### config.mk
export PLATFORM = sky130hd
export DESIGN_NAME = video_pattern_gen_flat
export DESIGN_NICKNAME = d
export VERILOG_FILES = /design/src/rtl/video_pattern_pkg.sv /design/src/rtl/video_pattern_gen_if.sv /design/src/rtl/video_pattern_pixel.sv /design/src/rtl/video_pattern_gen.sv /design/src/flat_wrapper.sv
export SDC_FILE = /design/constraint.sdc
export NUM_CORES = 1
export LEC_CHECK = 0
export BUFFER_PORTS_ARGS = -buffer_cell sky130_fd_sc_hd__buf_4
export CAP_MARGIN = 20
export CELL_PAD_IN_SITES_DETAIL_PLACEMENT = 2
export CELL_PAD_IN_SITES_GLOBAL_PLACEMENT = 2
export CORE_ASPECT_RATIO = 2
export CORE_MARGIN = 2
export CORE_UTILIZATION = 33
export CTS_CLUSTER_SIZE = 12
export DETAILED_ROUTE_END_ITERATION = 8
export PLACE_DENSITY = 0.87
export SYNTH_ARGS = -nofsm -noshare
export SYNTH_HDL_FRONTEND = slang
export SYNTH_HIERARCHICAL = 1
export SYNTH_SLANG_ARGS = --single-unit
### constraint.sdc
create_clock -name m_axis_video_aclk -period 5.8 [get_ports m_axis_video_aclk]
set_input_delay 1.16 -clock m_axis_video_aclk [delete_from_list [all_inputs] [get_ports m_axis_video_aclk]]
set_output_delay 1.16 -clock m_axis_video_aclk [all_outputs]
set_load 0.005 [all_outputs]
### src/rtl/video_pattern_pkg.sv
// Shared types and constants for the synthetic video pattern generator.
package video_pattern_pkg;

  typedef enum logic [1:0] {IDLE, ACTIVE, GAP} state_t;

  typedef enum logic [1:0] {PAT_BARS, PAT_RAMP, PAT_CHECKER, PAT_SOLID} pattern_t;

  // Field order matches the tdata packing {r, b, g}.
  typedef struct packed {
    logic [7:0] r;
    logic [7:0] b;
    logic [7:0] g;
  } rgb_t;

  // Index 0 (white) is the leftmost bar; the list is written MSB-first.
  localparam rgb_t [7:0] BAR_COLORS = {
    24'h000000, 24'h00FF00, 24'hFF0000, 24'hFFFF00,
    24'h0000FF, 24'h00FFFF, 24'hFF00FF, 24'hFFFFFF
  };

endpackage

### src/rtl/video_pattern_gen_if.sv
// AXI4-Stream video beat bundle: tuser = start of frame, tlast = end of line.
interface video_pattern_gen_if;
  import video_pattern_pkg::*;

  rgb_t tdata;
  logic tvalid;
  logic tready;
  logic tlast;
  logic tuser;

  modport master (output tdata, output tvalid, output tlast, output tuser, input tready);
  modport slave  (input tdata, input tvalid, input tlast, input tuser, output tready);

endinterface

### src/rtl/video_pattern_pixel.sv
// Combinational pixel colour for one (x, y) position of the selected pattern.
// Scrolling ramp/checker is enabled by defining VIDEO_PATTERN_GEN_MOTION_EN.
module video_pattern_pixel
  import video_pattern_pkg::*;
(
  input  pattern_t    pattern,
  input  logic [15:0] x,
  input  logic [15:0] y,
  input  logic [2:0]  bar_idx,
  input  rgb_t        color,
  input  logic [15:0] frame_count,
  output rgb_t        pixel
);

  logic [7:0] px;
  logic       unused_bits;

`ifdef VIDEO_PATTERN_GEN_MOTION_EN
  assign px          = x[7:0] + frame_count[7:0];
  assign unused_bits = ^{x[15:8], y[15:5], y[3:0], frame_count[15:8]};
`else
  assign px          = x[7:0];
  assign unused_bits = ^{x[15:8], y[15:5], y[3:0], frame_count};
`endif

  always_comb begin
    pixel = color;
    unique case (pattern)
      PAT_BARS:    pixel = BAR_COLORS[bar_idx];
      PAT_RAMP:    pixel = rgb_t'({px, px, px});
      PAT_CHECKER: pixel = (px[4] ^ y[4]) ? rgb_t'(24'hFFFFFF) : rgb_t'(24'h000000);
      PAT_SOLID:   pixel = color;
      default:     pixel = color;
    endcase
  end

endmodule

### src/rtl/video_pattern_gen.sv
// AXI4-Stream test-pattern source: IDLE/ACTIVE/GAP frame sequencer with a registered
// output stage. Optional scrolling patterns via VIDEO_PATTERN_GEN_MOTION_EN.
module video_pattern_gen
  import video_pattern_pkg::*;
#(
  parameter int unsigned MAX_WIDTH  = 4096,
  parameter int unsigned MAX_HEIGHT = 4096,
  parameter int unsigned FRAME_GAP  = 16
) (
  input  logic                       m_axis_video_aclk,
  input  logic                       m_axis_video_aresetn,
  input  logic                       enable,
  input  logic [15:0]                cfg_width,
  input  logic [15:0]                cfg_height,
  input  logic [1:0]                 cfg_pattern,
  input  logic [23:0]                cfg_color,
  video_pattern_gen_if.master        m_axis_video,
  output logic                       busy,
  output logic [15:0]                frame_count,
  output logic                       cfg_error
);

  localparam int unsigned XW = (MAX_WIDTH > 1) ? $clog2(MAX_WIDTH) : 1;
  localparam int unsigned YW = (MAX_HEIGHT > 1) ? $clog2(MAX_HEIGHT) : 1;
  localparam int unsigned GW = (FRAME_GAP > 1) ? $clog2(FRAME_GAP) : 1;

  state_t        state_q, state_d, launch_state;
  logic [15:0]   width_q, height_q;
  pattern_t      pattern_q;
  rgb_t          color_q;
  logic [XW-1:0] x_q;
  logic [YW-1:0] y_q;
  logic [15:0]   bar_cnt_q;
  logic [2:0]    bar_idx_q;
  logic [GW-1:0] gap_cnt_q;
  logic          pending_q;
  logic [15:0]   frame_count_q;
  logic          cfg_error_q;
  rgb_t          tdata_q;
  logic          tvalid_q, tlast_q, tuser_q, tend_q;

  logic cfg_bad, accept, frame_end, gap_done, decide, relatch, start, load;
  logic x_last, y_last, bar_last;
  rgb_t pix;

  assign cfg_bad = (cfg_width < 16'd8) || (32'(cfg_width) > MAX_WIDTH) ||
                   (cfg_height == 16'd0) || (32'(cfg_height) > MAX_HEIGHT);

  assign accept    = tvalid_q && m_axis_video.tready;
  assign frame_end = accept && tend_q;
  assign gap_done  = (state_q == GAP) && (gap_cnt_q == GW'(FRAME_GAP - 1));
  assign decide    = (FRAME_GAP == 0) ? frame_end : gap_done;
  assign relatch   = enable && ((state_q == IDLE) || decide);
  // A new frame starts on entry to ACTIVE, including ACTIVE->ACTIVE when FRAME_GAP is 0.
  assign start     = (state_d == ACTIVE) && ((state_q != ACTIVE) || frame_end);

  assign x_last   = (16'(x_q) == width_q - 16'd1);
  assign y_last   = (16'(y_q) == height_q - 16'd1);
  assign bar_last = (bar_cnt_q == (width_q >> 3) - 16'd1);

  always_ff @(posedge m_axis_video_aclk) begin
    if (!m_axis_video_aresetn) state_q <= IDLE;
    else                       state_q <= state_d;
  end

  always_comb begin
    launch_state = (enable && !cfg_bad) ? ACTIVE : IDLE;
    state_d      = state_q;
    unique case (state_q)
      IDLE:    if (enable && !cfg_bad) state_d = ACTIVE;
      ACTIVE:  if (frame_end) state_d = (FRAME_GAP == 0) ? launch_state : GAP;
      GAP:     if (gap_done) state_d = launch_state;
      default: state_d = IDLE;
    endcase
  end

  always_comb begin
    busy = (state_q == ACTIVE) || (state_q == GAP);
    load = (state_q == ACTIVE) && pending_q && (!tvalid_q || m_axis_video.tready);
  end

  video_pattern_pixel u_pixel (
    .pattern     (pattern_q),
    .x           (16'(x_q)),
    .y           (16'(y_q)),
    .bar_idx     (bar_idx_q),
    .color       (color_q),
    .frame_count (frame_count_q),
    .pixel       (pix)
  );

  always_ff @(posedge m_axis_video_aclk) begin
    if (!m_axis_video_aresetn) begin
      width_q       <= '0;
      height_q      <= '0;
      pattern_q     <= PAT_BARS;
      color_q       <= '0;
      x_q           <= '0;
      y_q           <= '0;
      bar_cnt_q     <= '0;
      bar_idx_q     <= '0;
      gap_cnt_q     <= '0;
      pending_q     <= 1'b0;
      frame_count_q <= '0;
      cfg_error_q   <= 1'b0;
      tdata_q       <= '0;
      tvalid_q      <= 1'b0;
      tlast_q       <= 1'b0;
      tuser_q       <= 1'b0;
      tend_q        <= 1'b0;
    end else begin
      if (relatch) begin
        width_q     <= cfg_width;
        height_q    <= cfg_height;
        pattern_q   <= pattern_t'(cfg_pattern);
        color_q     <= rgb_t'(cfg_color);
        cfg_error_q <= cfg_bad;
      end
      if (start) begin
        x_q       <= '0;
        y_q       <= '0;
        bar_cnt_q <= '0;
        bar_idx_q <= '0;
        pending_q <= 1'b1;
      end else if (load) begin
        tdata_q <= pix;
        tuser_q <= (x_q == '0) && (y_q == '0);
        tlast_q <= x_last;
        tend_q  <= x_last && y_last;
        if (x_last) begin
          x_q       <= '0;
          bar_cnt_q <= '0;
          bar_idx_q <= '0;
          if (y_last) pending_q <= 1'b0;
          else        y_q <= y_q + YW'(1);
        end else begin
          x_q <= x_q + XW'(1);
          if (bar_last) begin
            bar_cnt_q <= '0;
            if (bar_idx_q != 3'd7) bar_idx_q <= bar_idx_q + 3'd1;
          end else begin
            bar_cnt_q <= bar_cnt_q + 16'd1;
          end
        end
      end
      if (load)        tvalid_q <= 1'b1;
      else if (accept) tvalid_q <= 1'b0;
      if (frame_end) frame_count_q <= frame_count_q + 16'd1;
      if (frame_end)            gap_cnt_q <= '0;
      else if (state_q == GAP)  gap_cnt_q <= gap_cnt_q + GW'(1);
    end
  end

  assign m_axis_video.tdata  = tdata_q;
  assign m_axis_video.tvalid = tvalid_q;
  assign m_axis_video.tlast  = tlast_q;
  assign m_axis_video.tuser  = tuser_q;
  assign frame_count         = frame_count_q;
  assign cfg_error           = cfg_error_q;

endmodule
### src/flat_wrapper.sv
// flat-port wrapper written by rule: the top's interface ports become plain ports
module video_pattern_gen_flat import video_pattern_pkg::*;
#(
  parameter int unsigned MAX_WIDTH  = 4096,
  parameter int unsigned MAX_HEIGHT = 4096,
  parameter int unsigned FRAME_GAP  = 16
)
  (m_axis_video_aclk, m_axis_video_aresetn, enable, cfg_width, cfg_height, cfg_pattern, cfg_color, busy, frame_count, cfg_error, m_axis_video_tdata, m_axis_video_tvalid, m_axis_video_tlast, m_axis_video_tuser, m_axis_video_tready);
  video_pattern_gen_if m_axis_video_i ();
  input  logic m_axis_video_aclk;
  input  logic m_axis_video_aresetn;
  input  logic enable;
  input  logic [15:0] cfg_width;
  input  logic [15:0] cfg_height;
  input  logic [1:0] cfg_pattern;
  input  logic [23:0] cfg_color;
  output logic busy;
  output logic [15:0] frame_count;
  output logic cfg_error;
  output wire logic [$bits(m_axis_video_i.tdata)-1:0] m_axis_video_tdata;
  output wire logic [$bits(m_axis_video_i.tvalid)-1:0] m_axis_video_tvalid;
  output wire logic [$bits(m_axis_video_i.tlast)-1:0] m_axis_video_tlast;
  output wire logic [$bits(m_axis_video_i.tuser)-1:0] m_axis_video_tuser;
  input wire logic [$bits(m_axis_video_i.tready)-1:0] m_axis_video_tready;
  assign m_axis_video_tdata = m_axis_video_i.tdata;
  assign m_axis_video_tvalid = m_axis_video_i.tvalid;
  assign m_axis_video_tlast = m_axis_video_i.tlast;
  assign m_axis_video_tuser = m_axis_video_i.tuser;
  assign m_axis_video_i.tready = m_axis_video_tready;
  video_pattern_gen #(.MAX_WIDTH(MAX_WIDTH), .MAX_HEIGHT(MAX_HEIGHT), .FRAME_GAP(FRAME_GAP)) u_core (.m_axis_video_aclk(m_axis_video_aclk), .m_axis_video_aresetn(m_axis_video_aresetn), .enable(enable), .cfg_width(cfg_width), .cfg_height(cfg_height), .cfg_pattern(cfg_pattern), .cfg_color(cfg_color), .m_axis_video(m_axis_video_i), .busy(busy), .frame_count(frame_count), .cfg_error(cfg_error));
endmodule
==> impl_metrics.tcl <==
set metrics [dict create \
    clock-sinks 153 \
    yosysWarnings 6 \
    worst_pin_slew_ns 1.115 \
    cts_tree "yes" \
    worstSetupPathType "reg2reg" \
    num-fill-cells 2937 \
    slowest_delay_ns 0.49 \
    avgSynthCellArea_um2 8.373 \
    clk_latency_ns 0.45 \
    cts-root-buf "clkbuf_16" \
    synthesis.area_um2 8808 \
    required_ns 6.17 \
    synth_cells 1052 \
    holdCritStartpoint "u_core/m_axis_video.tdata[14]$_SDFFE_PN0P_" \
    skew_ns 0.01235 \
    whs_endpoint "u_core/m_axis_video.tdata[14]$_SDFFE_PN0P_" \
    final_cell_mix "209 x nand2_1, 153 x dfxtp_1, 116 x buf_4, 88 x a21boi_0, 60 x nor2_1" \
    r2r-end "u_core/y_q[9]$_SDFFE_PP0P_" \
    place_inst 1435 \
    final_cells 1468 \
    whs_ns 0.4695 \
    period_minus_slack_ns 3.806 \
    power_density_nw_per_um2 245.7 \
    holdBufCountCts 0 \
    rows 84 \
    die_w_um 119.5 \
    antenna_found_initial 1 \
    grt_first_pass_wirelength_mm 50.16 \
    core_region_area_um2 26280 \
    gp_congestion 0.9203 \
    cts_max_level 4 \
    final_area_um2 10360 \
    syn-num-nets 1131 \
    drt_iter0_markers 425 \
    min_path_cells 2 \
    hold_path_class "reg2reg" \
    dp_hpwl_mm 22.49 \
    rsz0062_at_grt "no" \
    layout_commonest_cell "nand2_1" \
    drive_gt1_share_pct 17.10 \
    fmax_ghz 0.2628 \
    vias 8204 \
    dr.pass1.iters 4 \
    slew_headroom_pct 25.58 \
    p_leak_nw 3.828 \
    r2r-start "u_core/width_q[3]$_SDFFE_PN0P_" \
    cp-start-kind "flip-flop" \
    final_util_pct 39.44 \
    arrival_ns 4.17 \
    maxCapViolCount 0 \
    pin_count 107 \
    cts.repair.resized 0 \
    slew_viol_final 0 \
    clk_pin_slew_ns 0.07 \
    final-setup-viol-count 0 \
    final-hold-violation-count 0 \
    crit_chain "inv_1 -> ha_1 -> nor3b_2 -> nand2_1 -> o31a_1 -> a211o_1 -> nor4b_2 -> o311ai_2 -> buf_4 -> or4_1 -> o21ai_1" \
    io_buffers 106 \
    worst-path-max-fanout 20 \
    rrSetupSlack_ns 1.99 \
    fp.dieH_um 235.1 \
    peakVddDrop_mv 0.2215 \
    vias_per_cell 5.589 \
    reg2regPathDepth 11 \
    drt_wl_total_mm 31.93 \
    final_nets 1189 \
    cts_buffers 17 \
    grt_max_degree 109 \
    post-route-period-util_pct 65.62 \
    start_util_pct 33.52 \
    drt.antenna.violating_nets 0 \
    grt_overflow 0 \
    grt_pass1_vias 9152 \
    endpoint_kind "flip-flop" \
    drc 0 \
    run_status "finished clean" \
    die-area_um2 28090 \
    grt_use_total_pct 22.84 \
    cts_setup_buffers 0 \
    seqCellArea_um2 3063 \
    place_area_um2 9777 \
    clockBufferDepth 2 \
    wl_per_cell_um 21.75 \
    syn_to_final_growth_pct 17.64 \
    slowest_stage "or4_1" \
    multi_input_area_um2 5315 \
    fin_setup_tns_ns 0 \
]
[critical path, delay by kind of cell (launching register included)]
kind / cells / cell delay (ns)
and+or+nand+nor: 4 / 1.60
AOI/OAI and AO/OA: 4 / 0.95
DFF: 1 / 0.44
adders and majority gates: 1 / 0.33
buffers and inverters: 2 / 0.40
[where the power goes]
part,switching [mW],internal (mW),total (mW)
registers,0.0372,1.07,1.11
logic,0.165,0.137,0.302
clock network,0.475,0.659,1.13
[per-layer routing]
layer	global-route usage, %	up-vias	share of wire, %	routed length [um]
met5	0	-	0	0
met4	10.09	0	3.3	1052
met3	3.641	72	2.8	880
met2	46.20	185	59	18900
met1	21.76	4151	35	11090
li1	-	3796	-	-
[area by class of cell]
| cell class | instances | share of cell area [%] |
|---|---|---|
| inverters | 26 | 0.9418 |
| multi-input cells | 796 | 51.29 |
| flip-flops and latches | 153 | 29.56 |
| clock inverters | 9 | 1.111 |
| diodes | 1 | 0.02415 |
| well taps | 344 | 4.154 |
| clock buffers | 23 | 4.516 |
| repair buffers | 116 | 8.404 |
[how the worst max path moves through the flow]
stage / slack, ns / cells past startpoint / end / from
global placement: 1.91 / 9 / u_core/y_q[9]$_SDFFE_PP0P_ / cfg_height[0]
CTS: 1.99 / 11 / u_core/y_q[9]$_SDFFE_PP0P_ / u_core/width_q[3]$_SDFFE_PN0P_
finish: 1.99 / 11 / u_core/y_q[9]$_SDFFE_PP0P_ / u_core/width_q[3]$_SDFFE_PN0P_
detailed placement: 1.82 / 9 / u_core/y_q[9]$_SDFFE_PP0P_ / cfg_height[0]
global route: 1.78 / 10 / u_core/bar_cnt_q[12]$_SDFFE_PP0P_ / u_core/width_q[3]$_SDFFE_PN0P_
floorplan: 2.53 / 7 / u_core/y_q[9]$_SDFFE_PP0P_ / cfg_height[0]
[registers in the layout, summed over array words and instances (netlist names), 3 cells and up]
register                   cells
u_core/height_q               16
u_core/color_q                24
u_core/gap_cnt_q               4
u_core/y_q                    12
u_core/bar_idx_q               3
u_core/bar_cnt_q              16
u_core/m_axis_video.tdata     24
u_core/frame_count            16
u_core/x_q                    12
u_core/width_q                16
[per-stage QoR]
stage,total power [mW],setup slack [ns]
6_report,2.546,1.994
5_1_grt,2.645,1.779
4_1_cts,2.566,1.988
3_5_place_dp,1.427,1.819
3_3_place_gp,1.412,1.906
2_1_floorplan,1.323,2.527
Note: power is estimated with default switching activity, not from simulation.
